## config.mk

```make
export PLATFORM = sky130hd
export DESIGN_NAME = wishbone_master_mc
export DESIGN_NICKNAME = d
export VERILOG_FILES = /design/src/rtl/wb_pkg.sv /design/src/rtl/wb_slave_decode.sv /design/src/rtl/wishbone_master_mc.sv
export SDC_FILE = /design/constraint.sdc
export NUM_CORES = 1
export LEC_CHECK = 0
export BUFFER_PORTS_ARGS = -buffer_cell sky130_fd_sc_hd__buf_2
export CORE_AREA = 2 2 118 120
export CTS_CLUSTER_DIAMETER = 200
export DETAILED_ROUTE_END_ITERATION = 7
export DIE_AREA = 0 0 120 122
export PLACE_DENSITY = 0.74
export SYNTH_ARGS = -nofsm -noshare
export SYNTH_HDL_FRONTEND = slang
export SYNTH_SLANG_ARGS = --single-unit
```

## constraint.sdc

```tcl
create_clock -name clk_i -period 6.2 [get_ports clk_i]
set_clock_uncertainty 0.15 [all_clocks]
set_input_delay 0.31 -clock clk_i [delete_from_list [all_inputs] [get_ports clk_i]]
set_output_delay 0.31 -clock clk_i [all_outputs]
set_load 0.005 [all_outputs]
```

## src/rtl/wb_pkg.sv

```systemverilog
// Shared types and constants for the multi-slave Wishbone classic master.
package wb_pkg;

  localparam int WB_DATA_W = 32;
  localparam int WB_SEL_W  = 4;
  localparam int WB_IDX_W  = 3;
  localparam int WB_TMO_W  = 16;

  typedef enum logic [1:0] {
    ST_IDLE = 2'd0,
    ST_BUS  = 2'd1,
    ST_RESP = 2'd2
  } wb_state_t;

  // Byte-select for a CPU access: the write mask for stores, all lanes for loads.
  function automatic logic [WB_SEL_W-1:0] sel_for(input logic [WB_SEL_W-1:0] we);
    return (we != '0) ? we : {WB_SEL_W{1'b1}};
  endfunction

endpackage

```

## src/rtl/wb_slave_decode.sv

```systemverilog
// Combinational slave decoder: turns a slave index into a one-hot select,
// flags indices beyond the attached slave count, and muxes ack/err/data
// from the selected slave only.
module wb_slave_decode
  import wb_pkg::*;
#(
  parameter int NUM_SLAVES = 4
) (
  input  logic [WB_IDX_W-1:0]             idx,
  input  logic [NUM_SLAVES-1:0]           s_ack_i,
  input  logic [NUM_SLAVES-1:0]           s_err_i,
  input  logic [WB_DATA_W*NUM_SLAVES-1:0] s_dat_i,
  output logic [NUM_SLAVES-1:0]           onehot,
  output logic                            valid,
  output logic                            ack,
  output logic                            err,
  output logic [WB_DATA_W-1:0]            dat
);

  localparam logic [WB_IDX_W:0] NUM_SLAVES_L = NUM_SLAVES[WB_IDX_W:0];

  // An index is usable only if a slave is attached at that position.
  assign valid = {1'b0, idx} < NUM_SLAVES_L;

  // Select and response mux; unselected slaves never reach the outputs.
  always_comb begin
    // NOTE: every output gets a default before the loop so no path leaves
    // a value unassigned, which would otherwise infer a latch.
    onehot = '0;
    ack    = 1'b0;
    err    = 1'b0;
    dat    = '0;
    for (int k = 0; k < NUM_SLAVES; k++) begin
      if (idx == WB_IDX_W'(k)) begin
        onehot[k] = 1'b1;
        ack       = s_ack_i[k];
        err       = s_err_i[k];
        dat       = s_dat_i[WB_DATA_W*k +: WB_DATA_W];
      end
    end
  end

endmodule

```

## src/rtl/wishbone_master_mc.sv

```systemverilog
// Multi-slave Wishbone classic master for the RV32 peripheral window.
// Takes one CPU load/store at a time, decodes the slave from the address,
// runs a registered Wishbone cycle, stalls the CPU until ack/err/timeout,
// then presents a one-cycle response with latched read data.
module wishbone_master_mc
  import wb_pkg::*;
#(
  parameter int NUM_SLAVES = 4,
  parameter int ADR_W      = 16,
  parameter int TIMEOUT    = 255
) (
  input  logic                            clk_i,
  input  logic                            rst_n_i,
  input  logic                            mem_req_i,
  input  logic [WB_SEL_W-1:0]             mem_we_i,
  input  logic [31:0]                     mem_addr_i,
  input  logic [WB_DATA_W-1:0]            mem_data_i,
  output logic [WB_DATA_W-1:0]            mem_data_o,
  output logic                            stall_o,
  output logic                            err_o,
  input  logic [NUM_SLAVES-1:0]           s_ack_i,
  input  logic [NUM_SLAVES-1:0]           s_err_i,
  input  logic [WB_DATA_W*NUM_SLAVES-1:0] s_dat_i,
  output logic [NUM_SLAVES-1:0]           s_cyc_o,
  output logic                            wb_stb_o,
  output logic                            wb_we_o,
  output logic [WB_SEL_W-1:0]             wb_sel_o,
  output logic [ADR_W-1:0]                wb_adr_o,
  output logic [WB_DATA_W-1:0]            wb_dat_o
);

  // Last BUS cycle count at which the watchdog still allows waiting.
  localparam logic [WB_TMO_W-1:0] TMO_LAST = WB_TMO_W'(TIMEOUT - 1);

  wb_state_t               state_q, state_d;
  logic [WB_IDX_W-1:0]     idx_q;
  logic [WB_IDX_W-1:0]     req_idx;
  logic [WB_IDX_W-1:0]     dec_idx;
  logic [WB_TMO_W-1:0]     tmo_q;
  logic [NUM_SLAVES-1:0]   cyc_q;
  logic                    stb_q;
  logic                    err_q;

  logic [NUM_SLAVES-1:0]   dec_onehot;
  logic                    dec_valid;
  logic                    dec_ack;
  logic                    dec_err;
  logic [WB_DATA_W-1:0]    dec_dat;

  logic                    accept;
  logic                    in_bus;
  logic                    tmo_hit;
  logic                    bus_err;
  logic                    bus_ack;
  logic                    bus_tmo;
  logic                    bus_done;

  // Address bits above the slave index do not take part in decoding.
  logic unused_addr_bits;
  assign unused_addr_bits = ^mem_addr_i[31:ADR_W+3];

  assign req_idx = mem_addr_i[ADR_W+2:ADR_W];

  // In IDLE decode the incoming request; in BUS/RESP the latched slave.
  assign dec_idx = (state_q == ST_IDLE) ? req_idx : idx_q;

  wb_slave_decode #(
    .NUM_SLAVES (NUM_SLAVES)
  ) u_decode (
    .idx     (dec_idx),
    .s_ack_i (s_ack_i),
    .s_err_i (s_err_i),
    .s_dat_i (s_dat_i),
    .onehot  (dec_onehot),
    .valid   (dec_valid),
    .ack     (dec_ack),
    .err     (dec_err),
    .dat     (dec_dat)
  );

  // Bus-cycle events; err beats ack, and either beats the watchdog.
  assign accept   = (state_q == ST_IDLE) && mem_req_i;
  assign in_bus   = (state_q == ST_BUS);
  assign tmo_hit  = (tmo_q >= TMO_LAST);
  assign bus_err  = in_bus && dec_err;
  assign bus_ack  = in_bus && dec_ack && !dec_err;
  assign bus_tmo  = in_bus && !dec_ack && !dec_err && tmo_hit;
  assign bus_done = bus_err || bus_ack || bus_tmo;

  // Next-state logic for IDLE -> BUS/RESP -> RESP -> IDLE.
  always_comb begin
    state_d = state_q;
    unique case (state_q)
      ST_IDLE: if (accept)   state_d = dec_valid ? ST_BUS : ST_RESP;
      ST_BUS:  if (bus_done) state_d = ST_RESP;
      ST_RESP:               state_d = ST_IDLE;
      default:               state_d = ST_IDLE;
    endcase
  end

  // State register.
  always_ff @(posedge clk_i or negedge rst_n_i) begin
    // NOTE: clocked state uses non-blocking assignments so every register
    // samples pre-edge values regardless of statement order.
    if (!rst_n_i) state_q <= ST_IDLE;
    else          state_q <= state_d;
  end

  // Capture the CPU request into the shared bus registers when accepted.
  always_ff @(posedge clk_i or negedge rst_n_i) begin
    if (!rst_n_i) begin
      wb_adr_o <= '0;
      wb_dat_o <= '0;
      wb_we_o  <= 1'b0;
      wb_sel_o <= '0;
      idx_q    <= '0;
    end else if (accept) begin
      wb_adr_o <= mem_addr_i[ADR_W-1:0];
      wb_dat_o <= mem_data_i;
      wb_we_o  <= |mem_we_i;
      wb_sel_o <= sel_for(mem_we_i);
      idx_q    <= req_idx;
    end
  end

  // Cycle/strobe: raised for a decodable request, dropped when BUS ends.
  // Asynchronous reset drops them immediately, abandoning any cycle.
  always_ff @(posedge clk_i or negedge rst_n_i) begin
    if (!rst_n_i) begin
      cyc_q <= '0;
      stb_q <= 1'b0;
    end else if (accept && dec_valid) begin
      cyc_q <= dec_onehot;
      stb_q <= 1'b1;
    end else if (bus_done) begin
      cyc_q <= '0;
      stb_q <= 1'b0;
    end
  end

  // Watchdog: cleared on entry to BUS, counts BUS cycles, saturates.
  always_ff @(posedge clk_i or negedge rst_n_i) begin
    if (!rst_n_i) begin
      tmo_q <= '0;
    end else if (accept) begin
      tmo_q <= '0;
    end else if (in_bus && (tmo_q != {WB_TMO_W{1'b1}})) begin
      tmo_q <= tmo_q + 1'b1;
    end
  end

  // Response: error flag lives only through RESP; load data is updated
  // on a successful read and cleared on any failure.
  always_ff @(posedge clk_i or negedge rst_n_i) begin
    if (!rst_n_i) begin
      err_q      <= 1'b0;
      mem_data_o <= '0;
    end else if ((accept && !dec_valid) || bus_err || bus_tmo) begin
      err_q      <= 1'b1;
      mem_data_o <= '0;
    end else if (bus_ack) begin
      err_q <= 1'b0;
      if (!wb_we_o) mem_data_o <= dec_dat;
    end else if (state_q == ST_RESP) begin
      err_q <= 1'b0;
    end
  end

  assign s_cyc_o  = cyc_q;
  assign wb_stb_o = stb_q;
  assign err_o    = err_q;
  assign stall_o  = accept || in_bus;

endmodule
```

# Word-level counts from Yosys, hierarchy flattened
# Index checks and enable logic that the tools add are counted.
# op_classes
magnitude_cmp	2
add_sub_neg	1
n_eq_ne	9
reduce_logical	28
muxes	34
# op_table
cell	n
32-bit two-way mux	7
16-bit two-way mux	2
1-bit two-way mux	17
16-bit by 1-bit adder with 16-bit output, second input constant	1
16-bit by 8-bit greater-or-equal comparator with 1-bit output, second input constant	1
16-bit != test, second input constant	1
4-bit two-way mux	3
1-bit logical AND	10
3-bit by 2-bit equality test with 1-bit output, second input constant	2
2-bit two-way mux	3
2-bit nonzero test	3
1-bit logical OR	5
2-bit by 1-bit != test with 1-bit output, second input constant	2
2-bit case mux with 2 select lines	1
2-bit AND reduction	2
4-bit nonzero test	1
4-bit OR reduction	1
3-bit by 1-bit equality test with 1-bit output, second input constant	1
1-bit zero test	3
3-bit zero test	1
3-bit < comparator, second input constant	1
3-bit two-way mux	1
3-bit nonzero test	1
2-bit by 1-bit equality test with 1-bit output, second input constant	1
other kinds (3)	3
# word_totals
input_bits	207
wordCells	85
reg_bits	112
output_inout_bits	92

# Logic depth before layout (Yosys ltp)
# Gate-level depths: netlist of the first run.
# depth
depth_word	14
ltp_mapped	9
ltp_nobuf	7

# Cells and area by module
# Synthesis of the first run repeated with hierarchy kept, for this count alone.
# unflattened
hier_cells	583
area_unflattened_um2	5700.5
# by_module_without_submodules
mod	cells_each	instances	area_each_um2
wishbone_master_mc	457	1	4628.2
wb_slave_decode	126	1	1072.3

# Worst setup path before layout of the first run
# Ideal clock, no wire load.
# synth_path
path_kind	flip-flop to flip-flop
from	register state_q[0]
to	register mem_data_o[23]
setup_slack_ns	3.876
setup_time_ns	0.122
required_time_ns	5.928
arrival_ns	2.052
path_stages_with_launch	10
n_path_buf	3
path_cell_list	dfrtp_1 -> o21ai_1 -> a21boi_1 -> buf_6 -> mux2_4 -> o2bb2ai_4 -> and3_1 -> buf_2 -> buf_2 -> a32o_1
# synth_between
elab_chain_len	14
word_cells_on_any_way	39
# synth_rtl
item	line	text
from (decl)	wishbone_master_mc.sv:35	wb_state_t state_q, state_d;
from (signal assigned)	wishbone_master_mc.sv:106	else state_q <= state_d;
2-bit zero test	wishbone_master_mc.sv:65, wishbone_master_mc.sv:82	
3-bit two-way mux	wishbone_master_mc.sv:65	assign dec_idx = (state_q == ST_IDLE) ? req_idx : idx_q;
3-bit zero test	wb_slave_decode.sv:34	if (idx == WB_IDX_W'(k)) begin
1-bit two-way mux (4 in series)	wb_slave_decode.sv:34	
1-bit zero test	wishbone_master_mc.sv:87	assign bus_tmo = in_bus && !dec_ack && !dec_err && tmo_hit;
1-bit logical AND (3 in series)	wishbone_master_mc.sv:87	
1-bit logical OR	wishbone_master_mc.sv:158	end else if ((accept && !dec_valid) || bus_err || bus_tmo) begin
2-bit by 1-bit != test with 1-bit output (no line) or 2-bit nonzero test (tied branches)	-	
2-bit AND reduction (no line)	-	
to (signal assigned)	wishbone_master_mc.sv:163	if (!wb_we_o) mem_data_o <= dec_dat;
to (decl)	wishbone_master_mc.sv:18	output logic [WB_DATA_W-1:0] mem_data_o,
# Several ways; a longest one is shown, not always the timed one. The select of a mux whose other input is x is not followed.
# A chain may end at the register's enable or synchronous reset.

# Final worst setup path of the first run
# layout_path
from	register state_q[0]
to	register mem_data_o[14]
# The elaborated chain is that of the path after synthesis.

==> results_dict.tcl, run 1 <==
set metrics [dict create \
    status "complete, no violations" \
    fill_cells 1191 \
    ir_drop_v 0.0001739 \
    vias 5825 \
    grtUsageTotal_pct 25.73 \
    grt_use_met3_pct 8.193 \
    start_util_pct 42.02 \
    rrSetupSlack_ns 2.61 \
    clk_pin_slew_ns 0.07 \
    hold_viol 0 \
    fin_tns_setup_ns 0 \
    ys_seq_area_share_pct 49.39 \
    overflow 0 \
    cts_root_buf "clkbuf_16" \
    synthCells 606 \
    avgSynthCellArea_um2 9.363 \
    min_period_ns 3.593 \
    synth-edff-count 0 \
    cts_buffer_depth 2 \
    slew_violations 0 \
    row_count 43 \
    die_y_um 122 \
    drtIter0Drc 356 \
    worstHoldEndpoint "wb_adr_o[12]$_DFFE_PN0P_" \
    synth_seq_cells 112 \
    end_kind "flip-flop" \
    place.gp.congestion 0.8256 \
    core_area_um2 13500 \
    drt_first_pass_iters 4 \
    worstReg2RegStart "state_q[0]$_DFFE_PN0P_" \
    met2_usage_pct 41.37 \
    ctsHtreeMaxLevel 3 \
    cp.required_ns 6.33 \
    hold_depth 3 \
    grt_pass1_wl_mm 29.13 \
    synthArstFlopShare_pct 100.0 \
    cts_setup_buffers 0 \
    yosys_warnings 0 \
    synth_nets 815 \
    wire_per_inst_um 17.12 \
    place_area_um2 7201 \
    io_buffers 285 \
    synth_top_cell_area_share_pct 49.39 \
    slew_headroom_pct 29.86 \
    power_density_nw_per_um2 382.1 \
    synth_largest_area_cell "dfrtp_1" \
    ys_types 55 \
    ctsResizeCount 0 \
    cts_sinks 112 \
    multiInputGateArea_um2 2673 \
    antenna_found_initial 10 \
    synth_most_common_cell "nand2_1" \
    final_area_um2 7944 \
    ys_top_cells_by_count "nand2_1 (214), dfrtp_1 (112), o21ai_0 (37)" \
    netlist_top_cells_area "dfrtp_1 (49%), nand2_1 (14%), a32o_1 (5.6%)" \
    syn-cell-area_um2 5674 \
    grt_use_met1_pct 31.38 \
    antenna_left 0 \
    ff_latch_area_um2 2803 \
    grt_start_max_net_pins 71 \
    setup_violations 0 \
    worst-setup-path-type "flip-flop to flip-flop" \
    drive_above_1_share_pct 35.50 \
    crit_arrival_ns 3.72 \
    p_leak_nw 4.255 \
    maxCapViolations 0 \
    timing.rr.end "mem_data_o[14]$_DFFE_PN0P_" \
    worst_pin_slew_ns 1.030 \
    clock_insertion_delay_worst_skew_ns 0.35 \
    reg2regPathDepth 6 \
    nets 1125 \
    tritoncts "yes" \
    fmax_mhz 278.3 \
    die_w_um 120 \
    crit_fanout 32 \
    num_io_pins 299 \
    area_growth_pct 40.00 \
    wl_mm 19.00 \
    ys.flop_type "dfrtp_1" \
    numCtsBuffers 9 \
    whs_ns 0.01243 \
    start_kind "flip-flop" \
    hpwl_mm 13.40 \
    busiest_layer "met2" \
    period_share_pct 57.95 \
    worstHoldPathType "primary input to flip-flop" \
    avgViaCountPerCell 5.248 \
    rsz0062_at_grt "false" \
    worstHoldStart "mem_addr_i[12]" \
    grt_pass1_vias 5635 \
    die_area_um2 14640 \
    drc_errors 0 \
]
layer usage:
layer / routed length [um] / part of all wire, %
met5: 13 / 0.068
met4: 527 / 2.8
met3: 1741 / 9.2
met2: 8813 / 46
met1: 7905 / 42
final cells by class:
cell class,count,area share (%)
Inverter,3,0.1418
Tap cell,180,2.835
Clock buffer,9,2.835
Sequential cell,112,35.28
Clock inverter,7,0.5670
Antenna cell,9,0.2835
Multi-Input combinational cell,452,33.64
Timing Repair Buffer,338,24.41
power breakdown:
part / leakage, nW / switching, mW / internal (mW)
logic: 2.66 / 0.781 / 0.584
registers: 1.45 / 0.151 / 0.973
clock network: 0.136 / 0.273 / 0.273
through the flow:
stage                     worst slack, ns  std cells  util, %  power (mW)
after floorplan                     3.876        606        -       1.957
after global placement              2.735       1040    53.32       2.445
after detailed placement            2.656       1040    53.32       2.472
after CTS                           2.636       1101    58.66       3.052
after global routing                2.475       1105    58.73       3.251
final                               2.607       1110    58.83       3.035
state kept, by name, indices dropped and copies added, names as in the netlist:
| signal | count |
|---|---|
| mem_data_o | 32 |
| wb_sel_o | 4 |
| wb_stb_o | 1 |
| wb_adr_o | 16 |
| idx_q | 3 |
| err_o | 1 |
| wb_dat_o | 32 |
| s_cyc_o | 4 |
| tmo_q | 16 |
| state_q | 2 |
| wb_we_o | 1 |
critical path: stages, from the launching register on:
cell	delay, ns
dfrtp_1	0.47
nor2_2	0.69
mux2i_2	0.60
a22oi_4	0.17
o2bb2ai_4	0.25
mux2i_4	0.88
a32o_1	0.31
layout by cell type, fill, tap and decap left out, drive strengths merged, types with 2 or more instances in the layout:
| master | instances |
|---|---|
| a22o | 17 |
| a32o | 32 |
| a21oi | 4 |
| nand2b | 3 |
| a22oi | 10 |
| a41oi | 2 |
| and2 | 3 |
| nor3 | 7 |
| nor4 | 3 |
| buf | 293 |
| and3 | 6 |
| o22ai | 9 |
| clkbuf | 9 |
| a31oi | 9 |
| nand4 | 3 |
| o31ai | 2 |
| nand2 | 214 |
| nand3 | 10 |
| dlygate4sd3 | 45 |
| xor2 | 8 |
| inv | 5 |
| mux2i | 29 |
| nor2 | 15 |
| xnor2 | 3 |
| o21a | 2 |
| diode | 9 |
| ha | 2 |
| or4b | 2 |
| o21ai | 41 |
| mux2 | 3 |
| clkinv | 4 |
| dfrtp | 112 |
what timing repair did:
action,in CTS,in global routing
setup endpoints to repair,0,0
hold buffers,45,0
endpoints found under the hold margin,86,0
worst max path at each step:
stage | endpoint | cells past startpoint | startpoint | slack, ns
3_3_place_gp | mem_data_o[13]$_DFFE_PN0P_ | 6 | state_q[0]$_DFFE_PN0P_ | 2.74
2_1_floorplan | mem_data_o[23]$_DFFE_PN0P_ | 9 | state_q[0]$_DFFE_PN0P_ | 3.88
4_1_cts | mem_data_o[14]$_DFFE_PN0P_ | 6 | state_q[0]$_DFFE_PN0P_ | 2.64
3_5_place_dp | mem_data_o[14]$_DFFE_PN0P_ | 6 | state_q[0]$_DFFE_PN0P_ | 2.66
6_report | mem_data_o[14]$_DFFE_PN0P_ | 6 | state_q[0]$_DFFE_PN0P_ | 2.61
5_1_grt | mem_data_o[29]$_DFFE_PN0P_ | 6 | state_q[0]$_DFFE_PN0P_ | 2.47
cells by family after synthesis:
kind of cell             Yosys count  share of synthesized area [%]
buffers and inverters             42                          3.771
flip-flops                       112                          49.39
AND/OR/NAND/NOR                  271                          19.91
XOR/XNOR                          11                          1.698
AO/OA/AOI/OAI                    136                          18.52
adder cells (fa/ha/maj)            2                         0.4409
multiplexers                      32                          6.262
Power figures use the tool's default switching activity.
==> run 2, diff against run 1 <==
ABC_AREA = 1   (was default)
CORE_AREA = 2 2 115 117   (was 2 2 118 120)
DIE_AREA = 0 0 117 119   (was 0 0 120 122)
PLACE_DENSITY = 0.78   (was 0.74)
clock period = 3.6 ns   (was 6.2 ns; I/O delays follow)
==> run 2 against run 1 <==
Fmax increased by 16%. Clock-buffer cell count is 1 higher. Synthesized cell count increased by 25%. Cell count grew 14%. Flip-flop and latch count unchanged. Wire length decreased by 0.87%. Via count up 8.1%. Sequential power rose by 81%. Utilization increased by 4.4 points. Critical endpoint is now mem_data_o[24]$_DFFE_PN0P_. Clock power is 97% higher. Die area is 4.9% lower.
==> results_dict.tcl, run 2 <==
set metrics [dict create \
    tritoncts "yes" \
    cts_buffer_depth 2 \
    ys.flop_type "dfrtp_1" \
    clk_pin_slew_ns 0.07 \
    nets 1291 \
    start_util_pct 44.15 \
    synth_seq_cells 112 \
    slew_headroom_pct 52.63 \
    end_kind "flip-flop" \
    combinationalPowerShare_pct 49.5 \
    netlist_top_cells_area "dfrtp_1 (49%), nand2_1 (21%), o21ai_0 (4.6%)" \
    synth_most_common_cell "nand2_1" \
    setup_violations 0 \
    ir_drop_v 0.0004264 \
    whs_ns 0.01961 \
    start_kind "flip-flop" \
    antenna_found_initial 5 \
    layout_common_cells "nand2_1 (319), buf_2 (284), dfrtp_1 (112)" \
    clock_insertion_delay_worst_skew_ns 0.35 \
    io_buffers 285 \
    hpwl_mm 12.83 \
    setup_ws_ns 0.5044 \
    worstHoldPathType "primary input to flip-flop" \
    slew_violations 0 \
    row_count 42 \
    synthArstFlopShare_pct 100.0 \
    ctsResizeCount 0 \
    crit_arrival_ns 3.19 \
    grt_start_max_net_pins 66 \
    ys_top_cells_by_count "nand2_1 (320), dfrtp_1 (112), inv_1 (58)" \
    grtUsageTotal_pct 27.65 \
    place_area_um2 7259 \
    synthCells 756 \
    place.gp.congestion 0.8658 \
    synth_largest_area_cell "dfrtp_1" \
    wl_met3_mm 1.440 \
    drtIter0Drc 410 \
    synth_nets 965 \
    synth-edff-count 0 \
    status "complete, no violations" \
    synth_top_cell_area_share_pct 49.31 \
    highest-signal-layer "met5" \
    layout_commonest_cell "nand2_1" \
    timing.rr.end "mem_data_o[24]$_DFFE_PN0P_" \
    antenna_left 0 \
    pre_cts_ws_ns 0.5412 \
    avgSynthCellArea_um2 7.519 \
    wire_per_inst_um 14.88 \
    die_y_um 119 \
    hold_viol 0 \
    hold_depth 5 \
    cts_root_buf "clkbuf_16" \
    period_share_pct 85.99 \
    worstReg2RegStart "state_q[0]$_DFFE_PN0P_" \
    largestRegisters "mem_data_o: 32 flops, wb_dat_o: 32 flops" \
    cts_sinks 112 \
    drt_first_pass_iters 6 \
    wl_met1_mm 7.683 \
    overflow 0 \
    ys_types 38 \
    wl_mm 18.84 \
    power_density_nw_per_um2 755.1 \
    die_area_um2 13920 \
    worstSetupStartpoint "state_q[0]$_DFFE_PN0P_" \
    fmax_mhz 323.0 \
    rrSetupSlack_ns 0.50 \
    p_seq_share_pct 33.0 \
    worst-setup-path-type "flip-flop to flip-flop" \
    grt_pass1_vias 6112 \
    avgViaCountPerCell 4.973 \
    grt_pass1_wl_mm 29.86 \
    num_io_pins 299 \
    core_area_um2 12870 \
    drive_above_1_share_pct 30.91 \
    p_leak_nw 4.548 \
    syn-cell-area_um2 5684 \
    pwr-share-clk_pct 17.5 \
    worstHoldStart "s_dat_i[82]" \
    drc_errors 0 \
    crit_fanout 33 \
    min_period_ns 3.096 \
    fin_tns_setup_ns 0 \
    ys_seq_area_share_pct 49.31 \
    ctsHtreeMaxLevel 3 \
    wl_met2_mm 9.104 \
    rsz0062_at_grt "false" \
    die_w_um 117 \
    intPower_mw 3.541 \
    reg2regPathDepth 15 \
    switching_share_pct 42.37 \
    area_growth_pct 43.17 \
    maxCapViolations 0 \
    worstHoldEndpoint "mem_data_o[18]$_DFFE_PN0P_" \
    final_area_um2 8138 \
    yosys_warnings 0 \
    switching_power_mw 2.604 \
    numCtsBuffers 9 \
    cp.required_ns 3.70 \
    vias 6296 \
    worst_pin_slew_ns 0.7105 \
]
run 2: cell count changes after synthesis, moves of 8 or more:
cell      before  now
inv_1          3   58
a32o_1        32    0
xor2_1         8    0
a21oi_1        4   22
o21ai_0       37   52
a22o_1        17    0
or2_2          0   10
mux2i_1       25    0
nand2_1      214  320
a221oi_1       0   14
buf_2         12    4
nor2_1        13   49
run 2: layout make-up:
cell class / instances / area (um2)
fillers: 1120 / 4737
flip-flops and latches: 112 / 2803
multi-input cells: 547 / 2487
repair buffers: 350 / 2067
inverters: 62 / 232.7
clock buffers: 10 / 229.0
well taps: 176 / 220.2
clock inverters: 6 / 91.34
diodes: 3 / 7.507
run 2: timing repair:
action / CTS / global route
buffers inserted: 0 / 0
hold buffers: 55 / 0
hold endpoints to repair: 108 / 0
run 2: logic make-up after synthesis:
family,after synthesis,share of synthesized area [%]
and+or+nand+nor,427,30.64
AOI/OAI and AO/OA,118,12.52
DFF,112,49.31
buffers and inverters,97,7.088
adders and majority gates,2,0.4402
run 2: worst max path at each step:
stage,endpoint,cells past startpoint,slack [ns]
after floorplan,mem_data_o[0]$_DFFE_PN0P_,15,1.41
after global routing,mem_data_o[4]$_DFFE_PN0P_,13,0.24
after detailed placement,mem_data_o[4]$_DFFE_PN0P_,13,0.54
final,mem_data_o[24]$_DFFE_PN0P_,15,0.50
after CTS,mem_data_o[4]$_DFFE_PN0P_,15,0.51
after global placement,mem_data_o[10]$_DFFE_PN0P_,13,0.61
run 2: power by group through the flow:
stage	Combinational [mW]	Clock [mW]	Sequential (mW)
6_report	3.04	1.08	2.03
2_1_floorplan	1.82	0	2.06
3_5_place_dp	2.95	0	2.03
5_1_grt	3.41	1.16	2.09
4_1_cts	3.01	1.10	2.02
3_3_place_gp	2.88	0	2.02
run 2: layer usage:
layer	vias up	global-route usage (%)
li1	3071	-
met1	2910	34.29
met2	256	44.76
met3	55	9.975
met4	4	8.897
met5	-	0
run 2: worst max-delay path: stages (launching register included):
cell,delay [ns]
dfrtp_1,0.43
inv_2,0.08
nand2_1,0.10
nand2_1,0.09
nand2_2,0.15
inv_1,0.23
nand3_2,0.29
or2_1,0.31
nand2_1,0.13
nand3_1,0.08
nand2_1,0.07
nand2_1,0.10
nand2_2,0.51
nor2_1,0.13
nand2_1,0.10
nand2_1,0.05
run 2: per-stage QoR:
step	power [mW]	utilization, %	instances
2_1_floorplan	3.880	-	756
3_3_place_gp	4.906	56.38	1192
3_5_place_dp	4.982	56.38	1192
4_1_cts	6.130	63.15	1263
5_1_grt	6.658	63.15	1263
6_report	6.145	63.21	1266
==> run 3, diff against run 2 <==
--- a/config.mk
+++ b/config.mk
@@ -13,2 +13,3 @@
 export DIE_AREA = 0 0 117 119
+export MAX_ROUTING_LAYER = met4
 export PLACE_DENSITY = 0.78
--- a/constraint.sdc
+++ b/constraint.sdc
@@ -4,2 +4,2 @@
 set_output_delay 0.18 -clock clk_i [all_outputs]
-set_load 0.005 [all_outputs]
+set_load 0.02 [all_outputs]
==> run 3 against run 2 <==
Via count is 0.41% lower. Critical endpoint is now mem_data_o[4]$_DFFE_PN0P_. Largest cell class unchanged. Register-to-register slack got worse by 0.03 ns. Non-clock buffer count is the same. Critical path depth unchanged.
==> results_dict.tcl, run 3 (synthesis gave the netlist of run 2 again) <==
set metrics [dict create \
    hold_depth 5 \
    drive_above_1_share_pct 30.91 \
    cts_sinks 112 \
    grtUsageTotal_pct 28.47 \
    highest-signal-layer "met4" \
    total_power_mw 6.682 \
    drt_first_pass_iters 5 \
    wl_met2_mm 9.151 \
    die_w_um 117 \
    end_kind "flip-flop" \
    layout_commonest_cell "nand2_1" \
    num_io_pins 299 \
    rrSetupSlack_ns 0.47 \
    status "complete, no violations" \
    utilization_pct 63.25 \
    worstSetupStartpoint "state_q[0]$_DFFE_PN0P_" \
    hold_viol 0 \
    reg2regPathDepth 15 \
    cts_buffer_depth 2 \
    timing.rr.end "mem_data_o[4]$_DFFE_PN0P_" \
    worstHoldStart "s_dat_i[69]" \
    placedCellCount 1192 \
    wl_mm 18.80 \
    cp_top_family "simple AND/OR/NAND/NOR gates" \
    cts_hold_buf 55 \
    cp.required_ns 3.69 \
    crit_fanout 33 \
    period_share_pct 86.81 \
    worstReg2RegStart "state_q[0]$_DFFE_PN0P_" \
    setup_violations 0 \
    clk_pin_slew_ns 0.07 \
    grt_start_max_net_pins 66 \
    slowest_stage "nand2_2" \
    start_kind "flip-flop" \
    fin_tns_setup_ns 0 \
    final_area_um2 8143 \
    nets 1291 \
    crit_buf_inv 2 \
    slew_violations 0 \
    fmax_mhz 320.0 \
    cts_setup_buffers 0 \
    start_util_pct 44.15 \
    cpPeakStageDelay_ns 0.52 \
    tritoncts "yes" \
    ctsHtreeMaxLevel 3 \
    grt_pass1_wl_mm 29.92 \
    core_area_um2 12870 \
    crit_chain "inv_2 > nand2_1 > nand2_1 > nand2_2 > inv_1 > nand3_2 > or2_1 > nand2_1 > nand3_1 > nand2_1 > nand2_1 > nand2_2 > nor2_1 > nand2_1 > nand2_1" \
    wl_met1_mm 7.673 \
    grt_pass1_vias 6118 \
    worstHoldPathType "primary input to flip-flop" \
    worst-setup-path-type "flip-flop to flip-flop" \
    slew_headroom_pct 52.79 \
    power_density_nw_per_um2 820.7 \
    layout_common_cells "nand2_1 (319), buf_2 (284), dfrtp_1 (112)" \
    hpwl_mm 12.83 \
    wire_per_inst_um 14.83 \
    avgViaCountPerCell 4.945 \
    largestRegisters "mem_data_o: 32 flops, wb_dat_o: 32 flops" \
    place_area_um2 7259 \
    die_area_um2 13920 \
    io_buffers 285 \
    cts_root_buf "clkbuf_16" \
    drtIter0Drc 455 \
    antenna_found_initial 5 \
    p_leak_nw 4.548 \
    numCtsBuffers 9 \
    ir_drop_v 0.0005105 \
    worstHoldEndpoint "mem_data_o[5]$_DFFE_PN0P_" \
    min_period_ns 3.125 \
    overflow 0 \
    clock_insertion_delay_worst_skew_ns 0.35 \
    vias 6270 \
    antenna_left 0 \
    area_growth_pct 43.25 \
    row_count 42 \
    maxCapViolations 0 \
    fin_cells 1268 \
    wl_met3_mm 1.445 \
    crit_arrival_ns 3.21 \
    rsz0062_at_grt "false" \
    ctsResizeCount 0 \
    die_y_um 119 \
    worst_pin_slew_ns 0.7081 \
    drc_errors 0 \
    place.gp.congestion 0.8799 \
    cpMostUsedCell "nand2_1" \
]
==> run 3: changes by cell type in the layout (fill, tap and decap cells not counted), sizes merged <==
cell,before,now
diode,3,5
==> run 3: how the worst max path moves through the flow <==
| stage | cells past startpoint | endpoint | slack [ns] |
|---|---|---|---|
| final | 15 | mem_data_o[4]$_DFFE_PN0P_ | 0.47 |
| after global routing | 13 | mem_data_o[4]$_DFFE_PN0P_ | 0.24 |
| after CTS | 15 | mem_data_o[4]$_DFFE_PN0P_ | 0.51 |
| after detailed placement | 13 | mem_data_o[4]$_DFFE_PN0P_ | 0.54 |
| after global placement | 13 | mem_data_o[10]$_DFFE_PN0P_ | 0.61 |
| after floorplan | 15 | mem_data_o[0]$_DFFE_PN0P_ | 1.40 |
==> run 3: area by class of cell <==
class                      count  area [um2]
fill                        1124        4732
antenna                        5       12.51
multi-input combinational    547        2487
clock inverter                 6       91.34
timing repair buffer         350        2067
clock buffer                  10       229.0
inverter                      62       232.7
sequential                   112        2803
tap                          176       220.2
==> run 3: stage by stage <==
stage / setup slack [ns] / hold slack (ns)
floorplan: 1.404 / -0.2656
global placement: 0.6096 / 0.1254
detailed placement: 0.5412 / 0.1258
CTS: 0.5142 / 0.003850
global route: 0.2443 / 0.03788
finish: 0.4748 / 0.02301
==> run 3: routing by layer <==
layer	vias to the layer above	track usage [%]
met1	2888	34.72
met5	-	-
met3	44	9.567
met2	263	44.73
met4	0	8.897
li1	3075	-
==> run 3: power breakdown <==
group	total (mW)	switching, mW	leakage (nW)	internal [mW]
clock network	1.08	0.465	0.145	0.613
registers	2.03	0.280	1.43	1.75
logic	3.58	2.39	2.98	1.19
==> run 3: worst register-to-register path, stage by stage, from the launching register on <==
cell	delay, ns
dfrtp_1	0.43
inv_2	0.08
nand2_1	0.11
nand2_1	0.09
nand2_2	0.15
inv_1	0.23
nand3_2	0.31
or2_1	0.32
nand2_1	0.12
nand3_1	0.08
nand2_1	0.07
nand2_1	0.10
nand2_2	0.52
nor2_1	0.13
nand2_1	0.09
nand2_1	0.05
